==> config.mk <==
export PLATFORM = sky130hd
export DESIGN_NAME = noc_request_adapter_flat
export DESIGN_NICKNAME = d
export VERILOG_FILES = /design/src/rtl/noc_request_adapter_pkg.sv /design/src/rtl/if_connect.sv /design/src/rtl/flit_chunker.sv /design/src/rtl/noc_request_adapter.sv /design/src/flat_wrapper.sv
export SDC_FILE = /design/constraint.sdc
export NUM_CORES = 1
export LEC_CHECK = 0
export ABC_AREA = 1
export BUFFER_PORTS_ARGS = -buffer_cell sky130_fd_sc_hd__buf_2
export CAP_MARGIN = 20
export CORE_MARGIN = 2
export CORE_UTILIZATION = 56
export CTS_BUF_LIST = sky130_fd_sc_hd__clkbuf_2
export DETAILED_ROUTE_END_ITERATION = 10
export HOLD_SLACK_MARGIN = 0.05
export PLACE_DENSITY = 0.87
export RECOVER_POWER = 50
export SETUP_SLACK_MARGIN = 0.4
export SYNTH_ARGS = -nofsm -noshare
export SYNTH_HDL_FRONTEND = slang
export SYNTH_SLANG_ARGS = --single-unit
==> constraint.sdc <==
create_clock -name clk -period 3.2 [get_ports clk]
set_input_delay 0.64 -clock clk [delete_from_list [all_inputs] [get_ports clk]]
set_output_delay 0.64 -clock clk [all_outputs]
set_load 0.1 [all_outputs]
==> src/rtl/noc_request_adapter_pkg.sv <==
// Shared widths, flit layout constants and the adapter state type for the
// node-side NoC request adapter.
package noc_request_adapter_pkg;

    localparam int NOC_NODE_WIDTH       = 2;
    localparam int USEFUL_DATA_WIDTH    = 32;
    localparam int MERGED_REQUEST_WIDTH = 72;

    // The request is cut into USEFUL-sized chunks; the last one carries the remainder.
    localparam int FLITS_TO_SEND   = (MERGED_REQUEST_WIDTH + USEFUL_DATA_WIDTH - 1) / USEFUL_DATA_WIDTH;
    localparam int MISSING         = MERGED_REQUEST_WIDTH - USEFUL_DATA_WIDTH * (FLITS_TO_SEND - 1);
    localparam int PADDING         = USEFUL_DATA_WIDTH - MISSING;
    localparam int FLIT_BODY_WIDTH = NOC_NODE_WIDTH + USEFUL_DATA_WIDTH;
    localparam int FLIT_WIDTH      = 3 + NOC_NODE_WIDTH + FLIT_BODY_WIDTH;
    localparam int INDEX_WIDTH     = (FLITS_TO_SEND > 1) ? $clog2(FLITS_TO_SEND) : 1;

    typedef enum logic [1:0] {
        IDLE,
        SEND,
        WAIT_RESP,
        DELIVER
    } state_t;

endpackage

==> src/rtl/if_connect.sv <==
// Router port bundle between a node-side bridge and its NoC router.
interface if_connect;
    import noc_request_adapter_pkg::*;

    logic [NOC_NODE_WIDTH-1:0] this_id;
    logic [FLIT_WIDTH-1:0]     put_flit;
    logic                      en_put;
    logic [FLIT_WIDTH-1:0]     get_flit;
    logic                      en_get;
    logic                      en_get_non_full_VCs;
    logic                      en_put_non_full_VCs;
    logic [1:0]                put_non_full_VCs;

    modport bridge (
        input  this_id,
        input  get_flit,
        output put_flit,
        output en_put,
        output en_get,
        output en_get_non_full_VCs,
        output en_put_non_full_VCs,
        output put_non_full_VCs
    );

endinterface

==> src/rtl/flit_chunker.sv <==
// Combinational chunk selector: picks the payload of flit 'index' out of a
// merged request, padding the short last chunk with ones.
module flit_chunker
    import noc_request_adapter_pkg::*;
(
    input  logic [MERGED_REQUEST_WIDTH-1:0] request,
    input  logic [INDEX_WIDTH-1:0]          index,
    output logic [USEFUL_DATA_WIDTH-1:0]    payload
);

    localparam logic [USEFUL_DATA_WIDTH-1:0] PAD_MASK = ~({USEFUL_DATA_WIDTH{1'b1}} >> PADDING);

    always_comb begin
        payload = PAD_MASK | USEFUL_DATA_WIDTH'(request[MERGED_REQUEST_WIDTH-1 -: MISSING]);
        for (int k = 0; k < FLITS_TO_SEND - 1; k++) begin
            if (index == INDEX_WIDTH'(k)) begin
                payload = request[USEFUL_DATA_WIDTH*k +: USEFUL_DATA_WIDTH];
            end
        end
    end

endmodule

==> src/rtl/noc_request_adapter.sv <==
// Splits a merged core request into flits for the memory node and reassembles
// the memory node's response flits into one merged response.
module noc_request_adapter
    import noc_request_adapter_pkg::*;
#(
    parameter int MEM_NODE_ID    = 0,
    parameter int DROP_CNT_WIDTH = 8
) (
    input  logic                            clk,
    input  logic                            res_n,
    if_connect.bridge                       noc,
    input  logic                            req_avail,
    output logic                            req_taken,
    input  logic [MERGED_REQUEST_WIDTH-1:0] merged_request_in,
    output logic                            resp_avail,
    input  logic                            resp_taken,
    output logic [MERGED_REQUEST_WIDTH-1:0] merged_response,
    output logic [DROP_CNT_WIDTH-1:0]       drop_count
);

    localparam logic [NOC_NODE_WIDTH-1:0] MEM_NODE   = NOC_NODE_WIDTH'(MEM_NODE_ID);
    localparam logic [INDEX_WIDTH-1:0]    LAST_INDEX = INDEX_WIDTH'(FLITS_TO_SEND - 1);

    state_t                          state;
    logic [INDEX_WIDTH-1:0]          index;
    logic [MERGED_REQUEST_WIDTH-1:0] request_q;
    logic [USEFUL_DATA_WIDTH-1:0]    chunk_payload;
    logic                            en_put_q;
    logic [FLIT_WIDTH-1:0]           put_flit_q;

    logic                            rx_valid;
    logic                            rx_accept;
    logic                            rx_drop;
    logic [NOC_NODE_WIDTH-1:0]       rx_sender;
    logic [USEFUL_DATA_WIDTH-1:0]    rx_payload;
    logic                            unused_rx_bits;

    flit_chunker u_chunker (
        .request (request_q),
        .index   (index),
        .payload (chunk_payload)
    );

    assign rx_valid       = noc.get_flit[FLIT_WIDTH-1];
    assign rx_sender      = noc.get_flit[FLIT_BODY_WIDTH-1 -: NOC_NODE_WIDTH];
    assign rx_payload     = noc.get_flit[USEFUL_DATA_WIDTH-1:0];
    assign unused_rx_bits = ^noc.get_flit[FLIT_WIDTH-2:FLIT_BODY_WIDTH];

    // Only the memory node may answer, and only while a response is expected.
    assign rx_accept = rx_valid && (state == WAIT_RESP) && (rx_sender == MEM_NODE);
    assign rx_drop   = rx_valid && !rx_accept;

    assign noc.put_flit            = put_flit_q;
    assign noc.en_put              = en_put_q;
    assign noc.en_get              = 1'b1;
    assign noc.en_get_non_full_VCs = 1'b1;
    assign noc.en_put_non_full_VCs = 1'b1;
    assign noc.put_non_full_VCs    = 2'b11;

    always_ff @(posedge clk) begin
        if (!res_n) begin
            state           <= IDLE;
            index           <= '0;
            request_q       <= '0;
            req_taken       <= 1'b0;
            resp_avail      <= 1'b0;
            merged_response <= '0;
            drop_count      <= '0;
            en_put_q        <= 1'b0;
            put_flit_q      <= '0;
        end else begin
            req_taken <= 1'b0;
            en_put_q  <= 1'b0;

            if (rx_drop && (drop_count != '1)) begin
                drop_count <= drop_count + 1'b1;
            end

            case (state)
                IDLE: begin
                    if (req_avail) begin
                        request_q <= merged_request_in;
                        req_taken <= 1'b1;
                        index     <= '0;
                        state     <= SEND;
                    end
                end

                SEND: begin
                    put_flit_q <= {1'b1, 1'b0, MEM_NODE, 1'b0, noc.this_id, chunk_payload};
                    en_put_q   <= 1'b1;
                    if (index == LAST_INDEX) begin
                        index <= '0;
                        state <= WAIT_RESP;
                    end else begin
                        index <= index + 1'b1;
                    end
                end

                // The last slot keeps only the meaningful low bits; padding is discarded.
                WAIT_RESP: begin
                    if (rx_accept) begin
                        for (int k = 0; k < FLITS_TO_SEND - 1; k++) begin
                            if (index == INDEX_WIDTH'(k)) begin
                                merged_response[USEFUL_DATA_WIDTH*k +: USEFUL_DATA_WIDTH] <= rx_payload;
                            end
                        end
                        if (index == LAST_INDEX) begin
                            merged_response[MERGED_REQUEST_WIDTH-1 -: MISSING] <= rx_payload[MISSING-1:0];
                            index      <= '0;
                            resp_avail <= 1'b1;
                            state      <= DELIVER;
                        end else begin
                            index <= index + 1'b1;
                        end
                    end
                end

                DELIVER: begin
                    if (resp_taken) begin
                        resp_avail <= 1'b0;
                        state      <= IDLE;
                    end
                end

                default: state <= IDLE;
            endcase
        end
    end

endmodule

==> src/flat_wrapper.sv <==
// flat-port wrapper written by rule: the top's interface ports become plain ports
module noc_request_adapter_flat import noc_request_adapter_pkg::*;
#(
    parameter int MEM_NODE_ID    = 0,
    parameter int DROP_CNT_WIDTH = 8
)
  (clk, res_n, req_avail, req_taken, merged_request_in, resp_avail, resp_taken, merged_response, drop_count, noc_this_id, noc_get_flit, noc_put_flit, noc_en_put, noc_en_get, noc_en_get_non_full_VCs, noc_en_put_non_full_VCs, noc_put_non_full_VCs);
  if_connect noc_i ();
  input  logic clk;
  input  logic res_n;
  input  logic req_avail;
  output logic req_taken;
  input  logic [MERGED_REQUEST_WIDTH-1:0] merged_request_in;
  output logic resp_avail;
  input  logic resp_taken;
  output logic [MERGED_REQUEST_WIDTH-1:0] merged_response;
  output logic [DROP_CNT_WIDTH-1:0] drop_count;
  input wire logic [$bits(noc_i.this_id)-1:0] noc_this_id;
  input wire logic [$bits(noc_i.get_flit)-1:0] noc_get_flit;
  output wire logic [$bits(noc_i.put_flit)-1:0] noc_put_flit;
  output wire logic [$bits(noc_i.en_put)-1:0] noc_en_put;
  output wire logic [$bits(noc_i.en_get)-1:0] noc_en_get;
  output wire logic [$bits(noc_i.en_get_non_full_VCs)-1:0] noc_en_get_non_full_VCs;
  output wire logic [$bits(noc_i.en_put_non_full_VCs)-1:0] noc_en_put_non_full_VCs;
  output wire logic [$bits(noc_i.put_non_full_VCs)-1:0] noc_put_non_full_VCs;
  assign noc_i.this_id = noc_this_id;
  assign noc_i.get_flit = noc_get_flit;
  assign noc_put_flit = noc_i.put_flit;
  assign noc_en_put = noc_i.en_put;
  assign noc_en_get = noc_i.en_get;
  assign noc_en_get_non_full_VCs = noc_i.en_get_non_full_VCs;
  assign noc_en_put_non_full_VCs = noc_i.en_put_non_full_VCs;
  assign noc_put_non_full_VCs = noc_i.put_non_full_VCs;
  noc_request_adapter #(.MEM_NODE_ID(MEM_NODE_ID), .DROP_CNT_WIDTH(DROP_CNT_WIDTH)) u_core (.clk(clk), .res_n(res_n), .noc(noc_i), .req_avail(req_avail), .req_taken(req_taken), .merged_request_in(merged_request_in), .resp_avail(resp_avail), .resp_taken(resp_taken), .merged_response(merged_response), .drop_count(drop_count));
endmodule
==> results.toml, run 1 <==
[status]
outcome = "finished clean"

[sta]
finalClockSkew_ns = 0.0409
fin_crit_sh_pct = 83.6
setup_viol = 0
max_freq_ghz = 0.374
fin_tns_setup_ns = 0
rsz0062_at_grt = "false"
slew_viol_final = 0
hold_viol = 0
worst-slew-pin-transition_ns = 1.26
slew_headroom_pct = 16.2
period_needed_ns = 2.68

[worst_setup_path]
path_depth = 1
crit_start = "u_core.merged_response[64]"
critPathRequiredTime_ns = 2.56
crit_chain = "clkbuf_1"
endpoint = "merged_response[64]"
reg2reg_depth = 7
endpoint_kind = "output port"
worstPathArrival_ns = 2.04
worstSetupPathType = "flop to output port"
path_buf_inv = 1
crit_family = "buffers and inverters"
critPathLaunchType = "flop"
r2r-start = "u_core.state[1]"
slowest_stage = "clkbuf_1"
path_max_fanout = 2
reg2reg_to = "u_core.noc.put_flit[0]"
max_stage_delay_ns = 0.90
reg2reg_slack_ns = 0.60

[run]
drv_cap = 0

[global_routing]
grt_use_total_pct = 27.0
antenna_found_initial = 4
grt_pass1_vias = 6578
grt_pass1_wl_um = 31300
grt_overflow = 0
grt_max_degree = 77

[logic_synthesis]
synth_enable_flop_cells = 0
netlist.area_leader.share_pct = 51.6
synthTopCellsByCount = "dfxtp_1, nor2_1, nand2_1"
synth_seq_cells = 194
synth_most_common_cell = "dfxtp_1"
synth_warnings = 0
synth_area_leader_cell = "dfxtp_1"
synthesis.area_um2 = 7530
syn_inst = 971
synth.area.top_cells = "dfxtp_1, nor2_1, a21oi_1"
yosysSeqAreaShare_pct = 51.6
synth_cell_types = 34
syn_area_per_cell_um2 = 7.75
async_flop_share_pct = 0
yosys_most_used_dff = "dfxtp_1"

[pwr]
p_leak_nw = 3.86
p_per_area_nw_per_um2 = 877
ir_drop_v = 0.000735

[layout]
syn_to_final_growth_pct = 16.9
fin_util_pct = 66.7
instances_no_fill = 1354
drive_gt1_share_pct = 22.0
nets = 1287

[clock_network]
root_buffer = "clkbuf_2"
cts-buffers-inserted = 17
cts_setup_buffers = 0
post_cts_resized = 0
cts.sinks = 194
cts_tree = "yes"
htreeDepth = 4
cts_buffer_depth = 2
clock_latency_ns = 0.76
clk_pin_slew_ns = 0.26

[route]
vias = 7300
drt_iter0_markers = 621
drc_errors = 0
detail-route-antenna-nets = 0
wl_um = 19800
avgViaCountPerCell = 5.39
drtPass1Iterations = 5
routedWlPerCell_um = 14.6

[hold_path]
hold_class = "input pin to flop"

[place]
gp_congestion = 0.839
dp_cells = 1316
dpl.hpwl_um = 13300
portBuffers = 230

[floorplanning]
core_um2 = 13200
ioPinCount = 244
die-area_um2 = 14400
die-width_um = 120
rows = 42
die_h_um = 120
initial_core_util_pct = 57.1
==> state kept, by name, indices dropped and copies added (netlist names) <==
name and cells:
u_core.noc.en_put 1, u_core.request_q 72, u_core.req_taken 1, u_core.noc.put_flit 35, u_core.state 2, u_core.merged_response 72
u_core.index 2, u_core.resp_avail 1, u_core.drop_count 8
==> per-layer routing <==
layer	track usage, %	up-vias	part of all wire [%]
met3	8.13	45	9.1
met1	32.5	3326	41
met2	45.1	339	47
li1	-	3588	-
met5	0	-	0.066
met4	10.5	2	2.9
==> report_power, final <==
| part | switching [W] | total, W | internal (W) |
|---|---|---|---|
| clock | 0.000786 | 0.00107 | 0.000284 |
| sequential | 0.000279 | 0.00320 | 0.00292 |
| combinational | 0.00278 | 0.00346 | 0.000678 |
| total | 0.00384 | 0.00772 | 0.00388 |
==> worst reg2reg max path: stages (launching register included) <==
cell and delay [ns]:
dfxtp_1 0.40, inv_1 0.11, ha_1 0.86, clkinv_1 0.66
a21oi_1 0.26, o211ai_1 0.11, o211ai_1 0.10, inv_1 0.05
==> layout make-up <==
type | instances | area, µm²
fillers | 1178 | 4390
flip-flops and latches | 194 | 3880
multi-input cells | 672 | 3110
repair buffers | 247 | 1270
well taps | 176 | 220
inverters | 32 | 123
clock buffers | 21 | 105
clock inverters | 10 | 85.1
diodes | 2 | 5.00
==> repair_timing <==
action                                  in CTS  in global routing
hold buffers                                 3                  2
hold endpoints to repair                     3                  2
endpoints found under the setup margin       0                  0
==> cell families (layout without fill, tap and decap cells) <==
group,after synthesis,in the layout,share of synthesized area (%)
AOI/OAI and AO/OA,255,255,17.9
adders and majority gates,6,6,0.997
buffers and inverters,112,310,7.36
DFF,194,194,51.6
and+or+nand+nor,399,399,21.7
other,2,11,0.0997
xor gates and xnor gates,3,3,0.349
==> worst min-delay path by stage <==
| stage | from | end | cells after the start |
|---|---|---|---|
| 3_3_place_gp | u_core.noc.put_flit[38] | u_core.noc.put_flit[38] | 2 |
| 3_5_place_dp | u_core.noc.put_flit[38] | u_core.noc.put_flit[38] | 2 |
| 6_report | noc_get_flit[14] | u_core.merged_response[46] | 3 |
| 2_1_floorplan | u_core.request_q[0] | u_core.request_q[0] | 2 |
| 4_1_cts | merged_request_in[14] | u_core.request_q[14] | 3 |
| 5_1_grt | merged_request_in[54] | u_core.request_q[54] | 3 |
==> stage by stage <==
step                      cell area [µm²]  hold WS [ns]  total power, W  setup slack, ns
after floorplan                      7560         0.430         0.00607             1.12
after global placement               8610         0.427         0.00664            0.982
after detailed placement             8610         0.434         0.00671            0.957
after CTS                            8830        0.0509         0.00776            0.740
after global routing                 8800        0.0578         0.00814            0.352
final                                8800         0.110         0.00772            0.525
==> placed cells by master (no fill, tap or decap) <==
| master | netlist | routed |
|---|---|---|
| a21boi_0 | 1 | 2 |
| a21oi_1 | 112 | 112 |
| a31o_1 | 6 | 6 |
| a31o_2 | 1 | 1 |
| buf_12 | 0 | 1 |
| buf_2 | 21 | 204 |
| buf_4 | 11 | 9 |
| bufinv_16 | 0 | 1 |
| clkbuf_1 | 38 | 26 |
| clkbuf_2 | 0 | 23 |
| clkinv_1 | 2 | 3 |
| clkinv_2 | 0 | 3 |
| clkinvlp_4 | 0 | 2 |
| conb_1 | 2 | 9 |
| dfxtp_1 | 194 | 194 |
| diode_2 | 0 | 2 |
| dlygate4sd3_1 | 0 | 5 |
| ha_1 | 6 | 6 |
| inv_1 | 24 | 25 |
| inv_2 | 5 | 5 |
| inv_4 | 1 | 1 |
| inv_6 | 0 | 2 |
| nand2_1 | 133 | 133 |
| nand2_2 | 2 | 3 |
| nand3_1 | 82 | 82 |
| nand3b_1 | 1 | 1 |
| nand4_1 | 1 | 1 |
| nor2_1 | 175 | 175 |
| nor2_2 | 3 | 2 |
| nor2_4 | 1 | 2 |
| o211ai_1 | 2 | 2 |
| o21ai_0 | 105 | 107 |
| o21bai_1 | 1 | 1 |
| o22ai_1 | 24 | 24 |
| xnor2_1 | 2 | 2 |
| xor2_1 | 1 | 1 |
No activity file was read; power rests on OpenSTA's default activity.
==> run 2: changes to the inputs <==
--- a/config.mk
+++ b/config.mk
@@ -5,15 +5,15 @@
 export SDC_FILE = /design/constraint.sdc
 export NUM_CORES = 1
 export LEC_CHECK = 0
-export ABC_AREA = 1
+export ABC_AREA = 0
 export BUFFER_PORTS_ARGS = -buffer_cell sky130_fd_sc_hd__buf_2
 export CAP_MARGIN = 20
 export CORE_MARGIN = 2
-export CORE_UTILIZATION = 56
+export CORE_UTILIZATION = 47
 export CTS_BUF_LIST = sky130_fd_sc_hd__clkbuf_2
 export DETAILED_ROUTE_END_ITERATION = 10
 export HOLD_SLACK_MARGIN = 0.05
-export PLACE_DENSITY = 0.87
+export PLACE_DENSITY = 0.78
 export RECOVER_POWER = 50
 export SETUP_SLACK_MARGIN = 0.4
 export SYNTH_ARGS = -nofsm -noshare
==> constraint.sdc (replaced) <==
create_clock -name clk -period 2.35 [get_ports clk]
set_input_delay 0.47 -clock clk [delete_from_list [all_inputs] [get_ports clk]]
set_output_delay 0.47 -clock clk [all_outputs]
set_load 0.1 [all_outputs]
==> run 2 against run 1 <==
Effect of this change: global-route usage down 1.4 points; flip-flop and latch count did not move; synthesized cell count is 8.1% lower; routed wire length grew 23%; core utilization increased by 7.0 points; first-iteration DRC count shrank 20%; sequential power increased by 30%; clock skew increased by 0.0049 ns; synthesized area is 2.4% lower; die area grew 16%.
==> results.toml, run 2 <==
[route]
wl_um = 24300
avgViaCountPerCell = 5.30
drt_iter0_markers = 499
detail-route-antenna-nets = 0
drc_errors = 0
drtPass1Iterations = 6
vias = 7596
routedWlPerCell_um = 17.0

[worst_setup_path]
critPathRequiredTime_ns = 3.04
crit_chain = "inv_1 > ha_1 > nand2_2 > clkbuf_4 > nand2_1 > a21oi_1"
endpoint_kind = "flop"
worstPathArrival_ns = 2.70
max_stage_delay_ns = 0.65
path_max_fanout = 73
critPathLaunchType = "flop"
slowest_stage = "clkbuf_4"
worstSetupPathType = "flop to flop"

[clock_network]
cts_buffer_depth = 2
cts.sinks = 194
clk_pin_slew_ns = 0.27
cts_tree = "yes"
cts-buffers-inserted = 17
clock_latency_ns = 0.74
htreeDepth = 4
root_buffer = "clkbuf_2"

[place]
dpl.hpwl_um = 12200
dp_cells = 1283
portBuffers = 230
place_ws_ns = 0.331
gp_congestion = 0.792

[floorplanning]
die-area_um2 = 16700
die_h_um = 129
rows = 45
core_um2 = 15300
ioPinCount = 244
initial_core_util_pct = 48.2
die-width_um = 129

[sta]
finalClockSkew_ns = 0.0458
worst-slew-pin-transition_ns = 0.822
hold_viol = 0
slew_viol_final = 0
post-route-worst-setup-slack_ns = 0.338
setup_viol = 0
period_needed_ns = 2.01
fin_tns_setup_ns = 0
slew_headroom_pct = 45.2
rsz0062_at_grt = "true"
max_freq_ghz = 0.497
fin_crit_sh_pct = 85.6

[logic_synthesis]
synth_seq_cells = 194
synth.area.top_cells = "dfxtp_1, nand2_1, a21oi_1"
async_flop_share_pct = 0
synth_enable_flop_cells = 0
synth_area_leader_cell = "dfxtp_1"
synth_most_common_cell = "nand2_1"
synth_warnings = 0
synthTopCellsByCount = "nand2_1, dfxtp_1, a21oi_1"
yosys_most_used_dff = "dfxtp_1"
netlist.area_leader.share_pct = 52.8
syn_inst = 892
synth_cell_types = 36
synthesis.area_um2 = 7350
yosysSeqAreaShare_pct = 52.8
syn_area_per_cell_um2 = 8.24

[pwr]
swShare_pct = 43.6
power.switching_w = 0.00438
intPower_w = 0.00567
p_leak_nw = 4.50
p_per_area_nw_per_um2 = 893
total_power_w = 0.0100
p_comb_share_pct = 42.8
power_frac_seq_pct = 41.6
ir_drop_v = 0.000809
p_clk_share_pct = 15.6

[layout]
instances_no_fill = 1432
drive_gt1_share_pct = 30.6
nets = 1329
final.fill_count = 1008
final_common_cell = "nand2_1"
syn_to_final_growth_pct = 53.0
multiInputGateArea_um2 = 3160
seq_area_um2 = 4000
final_cell_mix = "nand2_1, a21oi_1, buf_2, dlygate4sd3_1, dfxtp_1"
fin_util_pct = 73.7

[status]
outcome = "finished clean"

[global_routing]
grt_max_degree = 78
grt_pass1_vias = 6990
grt_use_total_pct = 25.5
antenna_found_initial = 3
grt_pass1_wl_um = 33800
grt_overflow = 0

[run]
drv_cap = 0

[hold_path]
hold_class = "input pin to flop"
[run 2: power groups by stage]
stage	combinational (W)	clock (W)	sequential (W)
5_1_grt	0.00453	0.00172	0.00423
3_5_place_dp	0.00366	0	0.00410
6_report	0.00430	0.00157	0.00417
4_1_cts	0.00396	0.00159	0.00405
2_1_floorplan	0.00153	0	0.00547
3_3_place_gp	0.00362	0	0.00408
[run 2: repair_timing]
action,4_1_cts,5_1_grt
hold buffers,109,0
setup buffers,3,3
setup endpoints to repair,120,187
endpoints found under the hold margin,149,0
pin swaps,1,1
gates resized for setup,138,288
[run 2: area by class of cell]
| type | count | area share [%] |
|---|---|---|
| inverter | 8 | 0.289 |
| tap | 211 | 2.35 |
| clock buffer | 20 | 0.890 |
| sequential | 194 | 35.5 |
| antenna | 4 | 0.0890 |
| multi-input combinational | 624 | 28.0 |
| timing repair buffer | 361 | 31.8 |
| clock inverter | 10 | 1.01 |
[run 2: kinds of logic (layout without fill, tap and decap cells)]
group,Yosys count,after routing,synth area share [%]
and+or+nand+nor,341,341,18.7
AOI/OAI and AO/OA,212,212,14.8
DFF,194,194,52.8
buffers and inverters,81,399,4.92
muxes,55,55,7.49
adders and majority gates,6,6,1.02
other,2,13,0.102
xor gates and xnor gates,1,1,0.119
[run 2: worst paths after layout]
kind,startpoint,end,slack [ns],cells past startpoint
max reg2reg,u_core.state[0],u_core.request_q[41],0.34,6
max,u_core.state[0],u_core.request_q[41],0.34,6
min reg2reg,u_core.request_q[35],u_core.request_q[35],0.47,2
min,noc_get_flit[32],u_core.resp_avail,0.17,4
[run 2: critical path, delay by kind of cell, from the launching register on]
| family | cells | cell delay, ns |
|---|---|---|
| AO/OA/AOI/OAI | 1 | 0.22 |
| adder cells (fa/ha/maj) | 1 | 0.28 |
| buffers and inverters | 2 | 0.78 |
| flip-flops | 1 | 0.43 |
| AND/OR/NAND/NOR | 2 | 0.25 |
[run 2: metal layers]
metal / global-route usage, % / vias to the layer above / routed length (µm)
li1: - / 3565 / -
met4: 13.9 / 0 / 1420
met5: 0 / - / 0
met3: 5.70 / 109 / 1220
met1: 30.4 / 3543 / 9020
met2: 43.0 / 379 / 12700
[run 2: per-stage QoR]
stage,instance area (µm²),hold slack (ns)
after global placement,8660,0.439
after CTS,10400,0.107
final,11300,0.171
after detailed placement,8660,0.445
after floorplan,7390,0.436
after global routing,11200,0.108
